`config.mk`:
```
export PLATFORM = sky130hd
export DESIGN_NAME = echo_responder_flat
export DESIGN_NICKNAME = d
export VERILOG_FILES = /design/src/rtl/echo_pkg.sv /design/src/rtl/echo_responder_if.sv /design/src/rtl/echo_fifo.sv /design/src/rtl/echo_responder.sv /design/src/flat_wrapper.sv
export SDC_FILE = /design/constraint.sdc
export NUM_CORES = 1
export LEC_CHECK = 0
export ABC_CLOCK_PERIOD_IN_PS = 5100
export CORE_ASPECT_RATIO = 0.7
export CORE_MARGIN = 4
export CORE_UTILIZATION = 30
export CTS_BUF_LIST = sky130_fd_sc_hd__clkbuf_2
export CTS_CLUSTER_DIAMETER = 200
export DETAILED_ROUTE_END_ITERATION = 10
export SYNTH_ARGS = -nofsm -noshare
export SYNTH_HDL_FRONTEND = slang
export SYNTH_SLANG_ARGS = --single-unit
```
`constraint.sdc`:
```
create_clock -name CLK -period 5.1 [get_ports CLK]
set_clock_uncertainty 0.05 [all_clocks]
set_input_delay 0.51 -clock CLK [delete_from_list [all_inputs] [get_ports CLK]]
set_output_delay 0.51 -clock CLK [all_outputs]
set_load 0.1 [all_outputs]
```
`src/rtl/echo_pkg.sv`:
```
// Shared types and constants for the echo responder: default sizes,
// output-stage state encoding and the pointer-width helper.
package echo_pkg;

  localparam int ECHO_WIDTH_DEFAULT = 32;
  localparam int ECHO_DEPTH_DEFAULT = 4;

  typedef enum logic {
    OUT_EMPTY = 1'b0,
    OUT_FULL  = 1'b1
  } out_state_e;

  function automatic int ptr_width(input int depth);
    return (depth > 1) ? $clog2(depth) : 1;
  endfunction

endpackage

```
`src/rtl/echo_responder_if.sv`:
```
// enq request / heard indication handshake bundle. master = initiator and
// consumer side, slave = the responder.
interface echo_responder_if #(
  parameter int WIDTH = echo_pkg::ECHO_WIDTH_DEFAULT
);
  logic             enq__ENA;
  logic [WIDTH-1:0] enq_v;
  logic             enq__RDY;
  logic             heard__ENA;
  logic [WIDTH-1:0] heard_v;
  logic             heard__RDY;

  modport master (
    output enq__ENA, enq_v, heard__RDY,
    input  enq__RDY, heard__ENA, heard_v
  );

  modport slave (
    input  enq__ENA, enq_v, heard__RDY,
    output enq__RDY, heard__ENA, heard_v
  );
endinterface

```
`src/rtl/echo_fifo.sv`:
```
// DEPTH-entry FIFO used by echo_responder; full/empty/head decode purely
// from registered count and read pointer.
module echo_fifo
  import echo_pkg::*;
#(
  parameter int DEPTH = ECHO_DEPTH_DEFAULT,
  parameter int WIDTH = ECHO_WIDTH_DEFAULT
) (
  input  logic             clk,
  input  logic             rst,
  input  logic             push,
  input  logic [WIDTH-1:0] push_data,
  input  logic             pop,
  output logic [WIDTH-1:0] head,
  output logic             full,
  output logic             empty
);
  localparam int PTR_W = ptr_width(DEPTH);
  localparam int CNT_W = PTR_W + 1;

  logic [WIDTH-1:0] mem_q [DEPTH];
  logic [WIDTH-1:0] mem_d [DEPTH];
  logic [PTR_W-1:0] wr_ptr_q, wr_ptr_d;
  logic [PTR_W-1:0] rd_ptr_q, rd_ptr_d;
  logic [CNT_W-1:0] count_q, count_d;
  logic             do_push, do_pop;

  assign full  = (count_q == CNT_W'(DEPTH));
  assign empty = (count_q == '0);
  assign head  = mem_q[rd_ptr_q];

  always_comb begin
    do_push  = push && !full;
    do_pop   = pop && !empty;
    mem_d    = mem_q;
    wr_ptr_d = wr_ptr_q;
    rd_ptr_d = rd_ptr_q;
    count_d  = count_q;
    if (do_push) begin
      mem_d[wr_ptr_q] = push_data;
      wr_ptr_d        = wr_ptr_q + PTR_W'(1);
    end
    if (do_pop) rd_ptr_d = rd_ptr_q + PTR_W'(1);
    // push and pop together leave the occupancy unchanged
    case ({do_push, do_pop})
      2'b10:   count_d = count_q + CNT_W'(1);
      2'b01:   count_d = count_q - CNT_W'(1);
      default: count_d = count_q;
    endcase
  end

  always_ff @(posedge clk or posedge rst) begin
    if (rst) begin
      mem_q    <= '{default: '0};
      wr_ptr_q <= '0;
      rd_ptr_q <= '0;
      count_q  <= '0;
    end else begin
      mem_q    <= mem_d;
      wr_ptr_q <= wr_ptr_d;
      rd_ptr_q <= rd_ptr_d;
      count_q  <= count_d;
    end
  end
endmodule

```
`src/rtl/echo_responder.sv`:
```
// Echo responder: buffers enq payloads in echo_fifo and replays them on heard
// through a one-entry output register. ECHO_RESPONDER_COUNT_EN adds echo_count.
module echo_responder
  import echo_pkg::*;
#(
  parameter int DEPTH = ECHO_DEPTH_DEFAULT,
  parameter int WIDTH = ECHO_WIDTH_DEFAULT
) (
  input  logic              CLK,
  input  logic              nRST,
  echo_responder_if.slave   io
`ifdef ECHO_RESPONDER_COUNT_EN
  ,
  output logic [31:0]       echo_count
`endif
);
  out_state_e       state_q, state_d;
  logic [WIDTH-1:0] heard_v_q, heard_v_d;
  logic             rdy_en_q, rdy_en_d;
  logic             fifo_full, fifo_empty, fifo_pop, push, xfer;
  logic [WIDTH-1:0] fifo_head;

  // rdy_en_q keeps enq__RDY low through reset and rises on the first edge after
  assign io.enq__RDY   = rdy_en_q && !fifo_full;
  assign io.heard__ENA = (state_q == OUT_FULL);
  assign io.heard_v    = heard_v_q;
  assign push          = io.enq__ENA && io.enq__RDY;

  echo_fifo #(.DEPTH(DEPTH), .WIDTH(WIDTH)) u_fifo (
    .clk       (CLK),
    .rst       (nRST),
    .push      (push),
    .push_data (io.enq_v),
    .pop       (fifo_pop),
    .head      (fifo_head),
    .full      (fifo_full),
    .empty     (fifo_empty)
  );

  always_comb begin
    state_d   = state_q;
    heard_v_d = heard_v_q;
    fifo_pop  = 1'b0;
    rdy_en_d  = 1'b1;
    xfer      = (state_q == OUT_FULL) && io.heard__RDY;
    case (state_q)
      OUT_EMPTY: begin
        if (!fifo_empty) begin
          fifo_pop  = 1'b1;
          heard_v_d = fifo_head;
          state_d   = OUT_FULL;
        end
      end
      OUT_FULL: begin
        if (xfer) begin
          if (!fifo_empty) begin
            fifo_pop  = 1'b1;
            heard_v_d = fifo_head;
          end else begin
            state_d = OUT_EMPTY;
          end
        end
      end
      default: state_d = OUT_EMPTY;
    endcase
  end

  always_ff @(posedge CLK or posedge nRST) begin
    if (nRST) begin
      state_q   <= OUT_EMPTY;
      heard_v_q <= '0;
      rdy_en_q  <= 1'b0;
    end else begin
      state_q   <= state_d;
      heard_v_q <= heard_v_d;
      rdy_en_q  <= rdy_en_d;
    end
  end

`ifdef ECHO_RESPONDER_COUNT_EN
  logic [31:0] echo_count_q, echo_count_d;

  assign echo_count = echo_count_q;

  always_comb begin
    echo_count_d = echo_count_q;
    if (xfer) echo_count_d = echo_count_q + 32'd1;
  end

  always_ff @(posedge CLK or posedge nRST) begin
    if (nRST) echo_count_q <= '0;
    else      echo_count_q <= echo_count_d;
  end
`endif
endmodule

```
`src/flat_wrapper.sv`:
```
// flat-port wrapper written by rule: the top's interface ports become plain ports
module echo_responder_flat import echo_pkg::*;
#(
  parameter int DEPTH = ECHO_DEPTH_DEFAULT,
  parameter int WIDTH = ECHO_WIDTH_DEFAULT
)
  (CLK, nRST, io_enq__ENA, io_enq_v, io_heard__RDY, io_enq__RDY, io_heard__ENA, io_heard_v);
  echo_responder_if #(.WIDTH(WIDTH)) io_i ();
  input  logic CLK;
  input  logic nRST;
  input wire logic [$bits(io_i.enq__ENA)-1:0] io_enq__ENA;
  input wire logic [$bits(io_i.enq_v)-1:0] io_enq_v;
  input wire logic [$bits(io_i.heard__RDY)-1:0] io_heard__RDY;
  output wire logic [$bits(io_i.enq__RDY)-1:0] io_enq__RDY;
  output wire logic [$bits(io_i.heard__ENA)-1:0] io_heard__ENA;
  output wire logic [$bits(io_i.heard_v)-1:0] io_heard_v;
  assign io_i.enq__ENA = io_enq__ENA;
  assign io_i.enq_v = io_enq_v;
  assign io_i.heard__RDY = io_heard__RDY;
  assign io_enq__RDY = io_i.enq__RDY;
  assign io_heard__ENA = io_i.heard__ENA;
  assign io_heard_v = io_i.heard_v;
  echo_responder #(.DEPTH(DEPTH), .WIDTH(WIDTH)) u_core (.CLK(CLK), .nRST(nRST), .io(io_i));
endmodule
```
# == Word level (Yosys, flattened, before mapping) ==
# Cells that the tools add are included.
# word_totals
register_bits,169
input_bits,36
out_inout_bits,34
word_cells,49
# op_classes
n_addsub,4
order_cmp,3
n_eq_ne,4
mux,15
bitwise_logic,3
n_reduce_logical,10
# op_table
operator,count
two-way mux 32 bit,5
bitwise mux 128 bit,1
binary-select mux 32 bit (select 2 bit),1
demux 32 bit (select 2 bit),1
case mux 32 bit (2 select lines),1
>= comparator 3 bit (second input constant),2
logical AND 1 bit,6
inverter 2 -> 3 bit,2
case mux 3 bit (2 select lines),1
adder 2 x 1 -> 2 bit (second input constant),2
case mux 1 bit (2 select lines),2
adder 3 x 1 -> 3 bit (second input constant),1
equality test 3 bit (second input constant),1
zero test 3 bit,1
less-than comparator 3 x 1 -> 1 bit (second input constant),1
two-way mux 1 bit,3
subtractor 3 x 1 -> 3 bit (second input constant),1
equality test 2 x 1 -> 1 bit (second input constant),1
equality test 2 bit (second input constant),1
zero test 1 bit,2
inequality test 2 bit (second input constant),1
nonzero test 2 bit,1
inverter 1 bit,1

# == Depth between registers and ports, before layout ==
# depth
word_depth,7
ltp_mapped,9
mapped_depth_nobuf,9

# == Hierarchy ==
# Synthesis repeated with hierarchy kept, for this count alone.
# unflattened
cells_unflattened,426
hier_area_um2,7260.7
# by_module_without_submodules
mod,instances,cells_per_inst,area_per_inst_um2,seq_area_each_um2
echo_fifo,1,349,5967.0,3378.2
echo_responder,1,77,1293.7,850.8

# == Worst setup path before layout ==
# No wires, ideal clock.
# synth_path
path_type,reg2reg
start,reg u_core.state_q (netlist: u_core.io.heard__ENA)
end,reg u_core.u_fifo.count_q[2]
setup_time_ps,79
t_arrival_ps,2408
t_required_ps,4971
slack_ps,2562
path_stages_with_launch,9
path_buffers,1
synth_period_minus_slack_ps,2538
cell_sequence,dfrtp_1 a21oi_2 buf_2 ha_1 inv_1 fa_1 xor2_1 nor2_1 xor2_1
# synth_via
elab_chain_len,6
word_cells_on_any_way,9
classes_between,eq/ne: 2; mux: 3; bitwise: 1; reduce/logical: 3
# synth_lines
item,line_no,text
from (decl),echo_responder.sv:17,"out_state_e state_q, state_d;"
from (signal assigned),echo_responder.sv:74,state_q <= state_d;
logical AND 1 bit,echo_responder.sv:45,xfer = (state_q == OUT_FULL) && io.heard__RDY;
two-way mux 1 bit,echo_responder.sv:55,if (xfer) begin
case mux 1 bit (2 select lines) (*),echo_responder.sv:46,case (state_q)
logical AND 1 bit (*),echo_fifo.sv:34,do_pop = pop && !empty;
named net u_core.u_fifo.do_pop,echo_fifo.sv:26,"logic do_push, do_pop;"
equality test 2 x 1 -> 1 bit / equality test 2 bit (equally long branches),echo_fifo.sv:45,"case ({do_push, do_pop})"
case mux 3 bit (2 select lines) / nonzero test 2 bit (equally long branches),-,
to (signal assigned),echo_fifo.sv:62,count_q <= count_d;
to (decl),echo_fifo.sv:25,"logic [CNT_W-1:0] count_q, count_d;"
# Mark *: on every way through the listed nets, which the timed path passes. The rest lies on a longest branch.
# A chain may end at the register's enable or synchronous reset.

# == Final worst setup path ==
# layout_path
start,reg u_core.u_fifo.count_q[0]
end,out io_enq__RDY
# layout_via
elab_chain_len,3
# layout_lines
item,line_no,text
equality test 3 bit,echo_fifo.sv:28,assign full = (count_q == CNT_W'(DEPTH));
zero test 1 bit,echo_responder.sv:24,assign io.enq__RDY = rdy_en_q && !fifo_full;
logical AND 1 bit,echo_responder.sv:24,
to (decl),flat_wrapper.sv:14,output wire logic [$bits(io_i.enq__RDY)-1:0] io_enq__RDY;
# No other way between the ends.

==> summary.md <==
| Metric | Value |
|---|---|
| P_int | 0.003830 W |
| Hold WS | 0.2656 ns |
| DR WL/cell | 19.28 um |
| Number of diodes | 0 |
| Congestion Overflow GR | 0 |
| Clock Tree Buf Depth | 2 |
| Post-Syn Area | 7874 um^2 |
| Clock sink count | 169 |
| Combinational share of power | 51.2% |
| Chip Width | 201.6 um |
| Syn Inst Count | 420 |
| Detailed Routing Iterations Pass 1 | 4 |
| Hold_buf cts | 0 |
| Clk slew on worst S/H paths | 0.21 ns |
| Gpl congestion | 0.7042 |
| Setup WS post-layout | 1.708 ns |
| CP required | 4.54 ns |
| Fill cells | 2442 |
| Synth area leaders | dfrtp_1 54%, mux2_4 23%, mux4_2 9.2% |
| Antenna viol nets, final | 0 |
| Number of synthesized register bits | 169 |
| Synth cell count leaders | 169 x dfrtp_1, 121 x mux2_4, 40 x mux2_2 |
| Yosys cell types | 26 |
| Via-to-Cell Ratio | 4.553 |
| Post_cts resized | 0 |
| CTS H-Tree Depth | 4 |
| Synth warnings | 0 |
| Worst min path class | input pin to async pin |
| Via count | 3788 |
| Count leader, synth | dfrtp_1 |
| Reg2reg path depth | 9 |
| Final wirelength | 16.04 mm |
| Worst r2r dst | u_core.u_fifo.count_q[2]$_DFFE_PP0P_ |
| Die ar. | 28940 um^2 |
| Slowest stage delay, CP | 0.96 ns |
| Register area share after synthesis | 53.71% |
| Die Span Y | 143.5 um |
| Clk root buf | clkbuf_2 |
| Clk pwr share | 9.7% |
| Final Max Slew Viols | 0 |
| Tcrit/Tclk final | 66.51% |
| Leakage power | 4.126 nW |
| Relative slew slack | 30.25% |
| Post-Syn Nets | 462 |
| Net Switching | 0.002574 W |
| Setup TNS | 0 ns |
| Critical Path AT | 2.83 ns |
| Post-CTS Setup Inserts | 0 |
| Io pins | 70 |
| Core Area | 25750 um^2 |
| Syn Area/Cell | 18.75 um^2 |
| Area delta synth->final | 12.87% |
| Initial antenna violation count | 0 |
| Post-synth ARST share | 100.0% |
| Post-route DRC | 0 |
| Crit Path Category | flop to primary output |
| Startpoint types | flop |
| Post-place instance area | 8701 um^2 |
| Non-Filler Cell Area, Final | 8887 um^2 |
| Num rows | 49 |
| First-pass GRT wire length | 25.83 mm |
| Sw Share | 40.19% |
| Flop pwr share | 39.0% |
| Largest net degree at the start of global routing | 170 |
| Final net count | 530 |
| Initial Utilization | 30.58% |
| Post-DP HPWL | 9.883 mm |
| Overall power | 0.006403 W |
| Final critical-path required period | 3.392 ns |
| Cell taking the most area after synthesis | dfrtp_1 |
| Top FF cell, synth | dfrtp_1 |
| Initial drt markers | 164 |
| Share of layout cells above drive strength 1 | 46.91% |
| Post-synth EDFFs | 0 |
| Worst-path cell chain | or3b_4 -> and2_2 -> clkdlybuf4s50_1 |
| Reg2Reg Launch Point | u_core.u_fifo.count_q[0]$_DFFE_PP0P_ |
| Insertion delay to the later sink of the worst-skew pair | 0.71 ns |
| VDD IR max | 350.5 uV |
| Reg2reg setup slack | 2.64 ns |
| CTS buffer count | 17 |
| Critical Path Sink Type | primary output |
| GRT Total Usage | 11.57% |
| Number of global-route vias before repair | 4378 |
| Fmax | 294.8 MHz |
| CTS tree | done |
| Synth top area share | 53.71% |
| Unrepaired setup endpoints after global routing | false |
| Input/output buffers | 69 |
| Post-Place Worst Slack | 2.115 ns |
| Max FO, Critical Path | 6 |
| Tightest Pin Transition | 1.044 ns |
| Max_cap viols | 0 |
| Hold Vio Cnt, Final | 0 |
| Outcome | completed |
| Power density over the cells | 720.5 nW/um^2 |
| # setup viols final | 0 |
| Worst path slowest cell | clkdlybuf4s50_1 |
==> registers in the layout, indices dropped and copies added (netlist names) <==
register,flops
u_core.io.heard__ENA,1
u_core.io.heard_v,32
u_core.rdy_en_q,1
u_core.u_fifo.count_q,3
u_core.u_fifo.mem_q,128
u_core.u_fifo.rd_ptr_q,2
u_core.u_fifo.wr_ptr_q,2
==> layout by cell type, fill, tap and decap left out, types with 2 or more instances in the layout <==
cell             instances
mux2_2                  40
ha_1                     5
clkinv_1                 4
xor2_1                   4
inv_1                    7
mux2_4                 121
xnor2_1                  2
clkbuf_2                22
dfrtp_2                  2
buf_4                    2
mux4_2                  32
clkdlybuf4s50_1         69
nand4_4                  4
clkinv_2                 3
clkinvlp_4               2
dfrtp_1                167
==> logic make-up after synthesis <==
| logic type | Yosys count | synth area share [%] |
|---|---|---|
| flip-flops | 169 | 53.71 |
| adder cells (fa/ha/maj) | 6 | 1.049 |
| AND/OR/NAND/NOR | 12 | 1.811 |
| AO/OA/AOI/OAI | 1 | 0.1113 |
| XOR/XNOR | 6 | 0.6674 |
| multiplexers | 194 | 38.07 |
| buffers and inverters | 31 | 4.529 |
| other | 1 | 0.04763 |
==> critical path: cells and delay by family, from the launching register on <==
| family | cells | cell delay (ns) |
|---|---|---|
| simple gates | 2 | 0.73 |
| buf+inv | 1 | 0.96 |
| flops | 1 | 0.46 |
==> per-layer routing <==
metal | routed length [um] | track usage [%]
met1 | 7674 | 15.70
met2 | 7688 | 18.79
met3 | 526 | 2.865
met4 | 146 | 3.127
met5 | 0 | 0
==> area by class of cell <==
type                       count  area (um^2)  share of cell area (%)
timing repair buffer          72        725.7                   8.166
inverter                       8        33.78                  0.3801
tap                          331        414.1                   4.660
multi-input combinational    220         3296                   37.08
sequential                   169         4232                   47.61
clock inverter                10        76.32                  0.8588
clock buffer                  22        110.1                   1.239
==> power by group through the flow <==
stage                     Clock (W)  Sequential (W)  Combinational, W
after CTS                  0.000654         0.00251           0.00333
after global placement            0         0.00248           0.00324
after detailed placement          0         0.00253           0.00332
after global routing       0.000719         0.00259           0.00344
final                      0.000624         0.00250           0.00328
after floorplan                   0         0.00323           0.00193
==> worst max-delay path by stage <==
| stage | from | to | slack, ns | cells after the start |
|---|---|---|---|---|
| global placement | io_enq__ENA | u_core.u_fifo.mem_q[80]$_DFFE_PP0P_ | 2.17 | 3 |
| finish | u_core.u_fifo.count_q[0]$_DFFE_PP0P_ | io_enq__RDY | 1.71 | 3 |
| floorplan | nRST | u_core.io.heard__ENA$_DFF_PP0_ | 2.39 | 1 |
| global route | u_core.u_fifo.count_q[0]$_DFFE_PP0P_ | io_enq__RDY | 1.57 | 3 |
| detailed placement | io_heard__RDY | u_core.u_fifo.count_q[2]$_DFFE_PP0P_ | 2.11 | 10 |
| CTS | u_core.u_fifo.count_q[0]$_DFFE_PP0P_ | io_enq__RDY | 1.63 | 3 |
==> stage by stage <==
step,instances,util [%]
floorplan,420,-
global placement,800,33.79
detailed placement,800,33.79
CTS,832,34.51
global route,832,34.51
finish,832,34.51
Power figures use the tool's default switching activity.
==> RTL edit 1, RTL diff (same flow settings) <==
The package constant `ECHO_WIDTH_DEFAULT` goes from 32 to 24.
--- a/src/rtl/echo_pkg.sv
+++ b/src/rtl/echo_pkg.sv
@@ -2,7 +2,7 @@
 // output-stage state encoding and the pointer-width helper.
 package echo_pkg;
 
-  localparam int ECHO_WIDTH_DEFAULT = 32;
+  localparam int ECHO_WIDTH_DEFAULT = 24;
   localparam int ECHO_DEPTH_DEFAULT = 4;
 
   typedef enum logic {
Interface: changed (resized io_enq_v and io_heard_v); port bits go from 70 to 54. No check against the original RTL was run, so the function may have changed too.
==> RTL edit 1 against the unedited design <==
Sequential cell count is 40 lower; area after synthesis shrank 24%; routed wire length shrank 27%; non-clock buffer count down 17; design area down 22%; total power shrank 22%; die area down 23%; register-to-register slack got worse by 0.04 ns; critical path depth is the same; setup slack lost 0.063 ns; largest power group unchanged.
==> RTL edit 1: results (changes against the unedited design) <==
* GRT Overall Usage at 10.8% (-0.74 points)
* Nets at 417 (-21%)
* Inst Count DP at 628 (-22%)
* Largest cells by area after synthesis: dfrtp_1, mux2_4, mux4_2, mux2_2, buf_12
* Largest register FFs at 96 (-25%)
* DR vias at 2,947 (-22%)
* Synth Area per Inst at 18.3 µm² (-2.3%)
* Post-CTS setup buffer count at 0 (unchanged)
* XOR/XNOR Fraction of Synth Area at 0.875% (+0.21 points)
* Most frequent cells after synthesis: dfrtp_1, mux2_4, mux2_2
* Synth Flop Type: dfrtp_1
* Dpl hpwl at 7.04 mm (-29%)
* Clock transition at path regs at ~0.20 ns
* Largest family of logic cells by synthesized area: multiplexers
* CTS resizes at 0 (unchanged)
* Number of DRC markers in iteration 0 at 105 (-36%)
* Share of layout cells above drive strength 1 at 47.2% (+0.32 points)
* Compound-Gate Fraction of Synth Area at 0.146% (+0.035 points)
* Most flops, register: u_core.u_fifo.mem_q
* Routed wl met3 at 410 µm (-22%)
* Synth cell types at 25 (-3.8%)
* Status: finished, final reports clean
* Grt met1 use at 15.1% (-0.61 points)
* Clock latency on the worst-skew pair at 0.62 ns (-0.09 ns)
* Sequential share of the synthesized area at 53.7% (about the same)
* Met2 Usage GRT at 16.9% (-1.8 points)
* Adder-cell area share of the yosys netlist at 1.37% (+0.33 points)
* GR Layer Usage met3 at 3.00% (+0.14 points)
* Syn nets at 362 (-22%)
* CP max stage cell: clkdlybuf4s50_1
* N_diodes at 0 (unchanged)
* Critical Path AT at 2.89 ns (+0.06 ns)
* Largest net degree at the start of global routing at 82 (-52%)
* DP Area at 6650 µm² (-24%)
* Worst Tran Pin Value at 0.988 ns (-0.0563 ns)
* Port-buffer cells at 53 (-23%)
* Worst ir drop on vdd at 0.000384 V (+9.6%)
* Post-synthesis mux area share at 36.9% (-1.2 points)
* Leak at 3.16 nW (-23%)
* M1 WL at 5.82 mm (-24%)
* First-pass GRT wire length at 18.9 mm (-27%)
* Finished Layout Cells at 660 (-21%)
* RD Place Congestion at 0.667 (-5.3%)
* Worst hold path type: primary input to asynchronous set/reset pin
* Met2 wire length at 5.37 mm (-30%)
* Fillers at 1,836 (-25%)
* Vias in the first global route at 3,320 (-24%)
* Drt wl/cell at 17.7 µm (-8.2%)
## RTL edit 1: layout make-up
type,instances,area [µm²],area share (%)
clock inverters,15,169,2.45
multi-input cells,172,2510,36.4
inverters,8,35.0,0.507
clock buffers,17,85.1,1.23
well taps,264,330,4.78
repair buffers,55,546,7.90
flip-flops and latches,129,3230,46.8
## RTL edit 1: path summary, 6_finish.rpt
path | to | slack [ns] | cells past startpoint | start
max | io_enq__RDY | 1.65 | 3 | u_core.u_fifo.count_q[0]$_DFFE_PP0P_
min | u_core.u_fifo.mem_q[93]$_DFFE_PP0P_ | 0.32 | 2 | nRST
max reg2reg | u_core.u_fifo.count_q[2]$_DFFE_PP0P_ | 2.60 | 9 | u_core.u_fifo.count_q[0]$_DFFE_PP0P_
min reg2reg | u_core.u_fifo.count_q[2]$_DFFE_PP0P_ | 0.46 | 1 | u_core.u_fifo.count_q[2]$_DFFE_PP0P_
max in group asynchronous | u_core.io.heard_v[2]$_DFFE_PP0P_ | 3.51 | 3 | nRST
min in group CLK | u_core.u_fifo.count_q[2]$_DFFE_PP0P_ | 0.46 | 1 | u_core.u_fifo.count_q[2]$_DFFE_PP0P_
## RTL edit 1: metrics by stage
step / hold WS, ns / utilization, % / power (W) / setup WS (ns)
floorplan: 0.405 / - / 0.00390 / 1.10
global placement: 0.428 / 34.5 / 0.00432 / 2.31
detailed placement: 0.431 / 34.5 / 0.00439 / 2.28
CTS: 0.270 / 35.8 / 0.00506 / 1.55
global route: 0.276 / 35.8 / 0.00527 / 1.45
finish: 0.320 / 35.8 / 0.00499 / 1.65
## RTL edit 1: power breakdown
| part | internal (W) | switching [W] |
|---|---|---|
| Sequential | 0.00153 | 0.000399 |
| Clock | 0.000268 | 0.000389 |
| Combinational | 0.00121 | 0.00119 |
| Total | 0.00302 | 0.00198 |
==> RTL edit 2, RTL diff (same settings) <==
Without the edit above. Compare `count_q` against `CNT_W'(DEPTH)` with >= in place of ==.
--- a/src/rtl/echo_fifo.sv
+++ b/src/rtl/echo_fifo.sv
@@ -25,7 +25,7 @@
   logic [CNT_W-1:0] count_q, count_d;
   logic             do_push, do_pop;
 
-  assign full  = (count_q == CNT_W'(DEPTH));
+  assign full  = (count_q >= CNT_W'(DEPTH));
   assign empty = (count_q == '0);
   assign head  = mem_q[rd_ptr_q];
 
Formal check against the unedited RTL: same outputs for any inputs over 4 cycles, from zero or initial values and one cycle with nRST high; that may be too few to reach the edited logic, so the function may still have changed.
==> RTL edit 2 against the unedited design <==
Routed wire length shrank 5.6%; die area shrank 5.8%; total power shrank 8.7%; setup slack gained 0.38 ns; fmax grew 13%; critical endpoint unchanged; first-iteration DRC count grew 7.9%; area after synthesis shrank 6.1%; design area shrank 4.5%; via count grew 0.29%; sequential cell count is the same; core utilization grew 0.96 points; clock power grew 6.7%.
==> RTL edit 2: results (changes against the unedited design) <==
* Status: finished, final reports clean
* Leak at 3.73 nW (-9.7%)
* DP Area at 8270 µm² (-4.9%)
* Vias in the first global route at 4,473 (+2.2%)
* Clock transition at path regs at 0.24 ns (+0.03 ns)
* Synth cell types at 27 (+3.8%)
* Layout Utilization at 35.5% (+0.96 points)
* Compound-Gate Fraction of Synth Area at 0.186% (+0.075 points)
* Sequential share of the synthesized area at 57.2% (+3.5 points)
* Hold_ws at 0.303 ns (+0.0374 ns)
* DR vias at 3,799 (+0.29%)
* Share of layout cells above drive strength 1 at 19.6% (-27 points)
* Dpl hpwl at 9.47 mm (-4.2%)
* Adder-cell area share of the yosys netlist at 1.12% (+0.069 points)
* Reg2Reg Depth at 8 (-1)
* Final period utilization at 59.0% (-7.5 points)
* Worst Path Max Fanout at 4 (-2)
* Routed wl met3 at 460 µm (-13%)
* Largest cells by area after synthesis: dfrtp_1, mux2_1, mux4_2, mux2_4, buf_6
* Syn nets at 463 (+0.22%)
* Nets at 529 (-0.19%)
* Inst Count DP at 786 (-1.8%)
* Number of DRC markers in iteration 0 at 177 (+7.9%)
* Pre-CTS WS at 2.13 ns (+0.0105 ns)
* GR Layer Usage met3 at 3.12% (+0.25 points)
* Critical Path AT at 2.45 ns (-0.38 ns)
* Most frequent cells after synthesis: dfrtp_1, mux2_1, mux4_2
* Fillers at 2,225 (-8.9%)
* Grt met1 use at 15.3% (-0.39 points)
* XOR/XNOR Fraction of Synth Area at 0.711% (+0.044 points)
* GRT Overall Usage at 11.8% (+0.18 points)
* Critical path's largest stage delay at 1.14 ns (+0.18 ns)
-- RTL edit 2: cell count changes after synthesis, moves of 4 or more --
cell,unedited run,this run
nand4_4,4,0
nand2_4,0,4
buf_12,12,1
buf_6,3,15
mux2_2,40,7
mux2_1,0,131
mux4_1,0,5
mux4_2,32,27
mux2_4,121,22
-- RTL edit 2: cell type report --
| type | count | area share (%) |
|---|---|---|
| diodes | 1 | 0.0295 |
| clock buffers | 19 | 1.12 |
| clock inverters | 12 | 1.43 |
| inverters | 8 | 0.398 |
| multi-input cells | 220 | 34.0 |
| flip-flops and latches | 169 | 49.8 |
| well taps | 318 | 4.69 |
| repair buffers | 71 | 8.46 |
-- RTL edit 2: power by group --
part | total (W) | internal [W] | switching (W) | leakage, nW
registers | 0.00248 | 0.00199 | 0.000489 | 2.07
clock network | 0.000666 | 0.000184 | 0.000482 | 0.124
logic | 0.00270 | 0.00122 | 0.00148 | 1.54
total | 0.00584 | 0.00339 | 0.00245 | 3.73
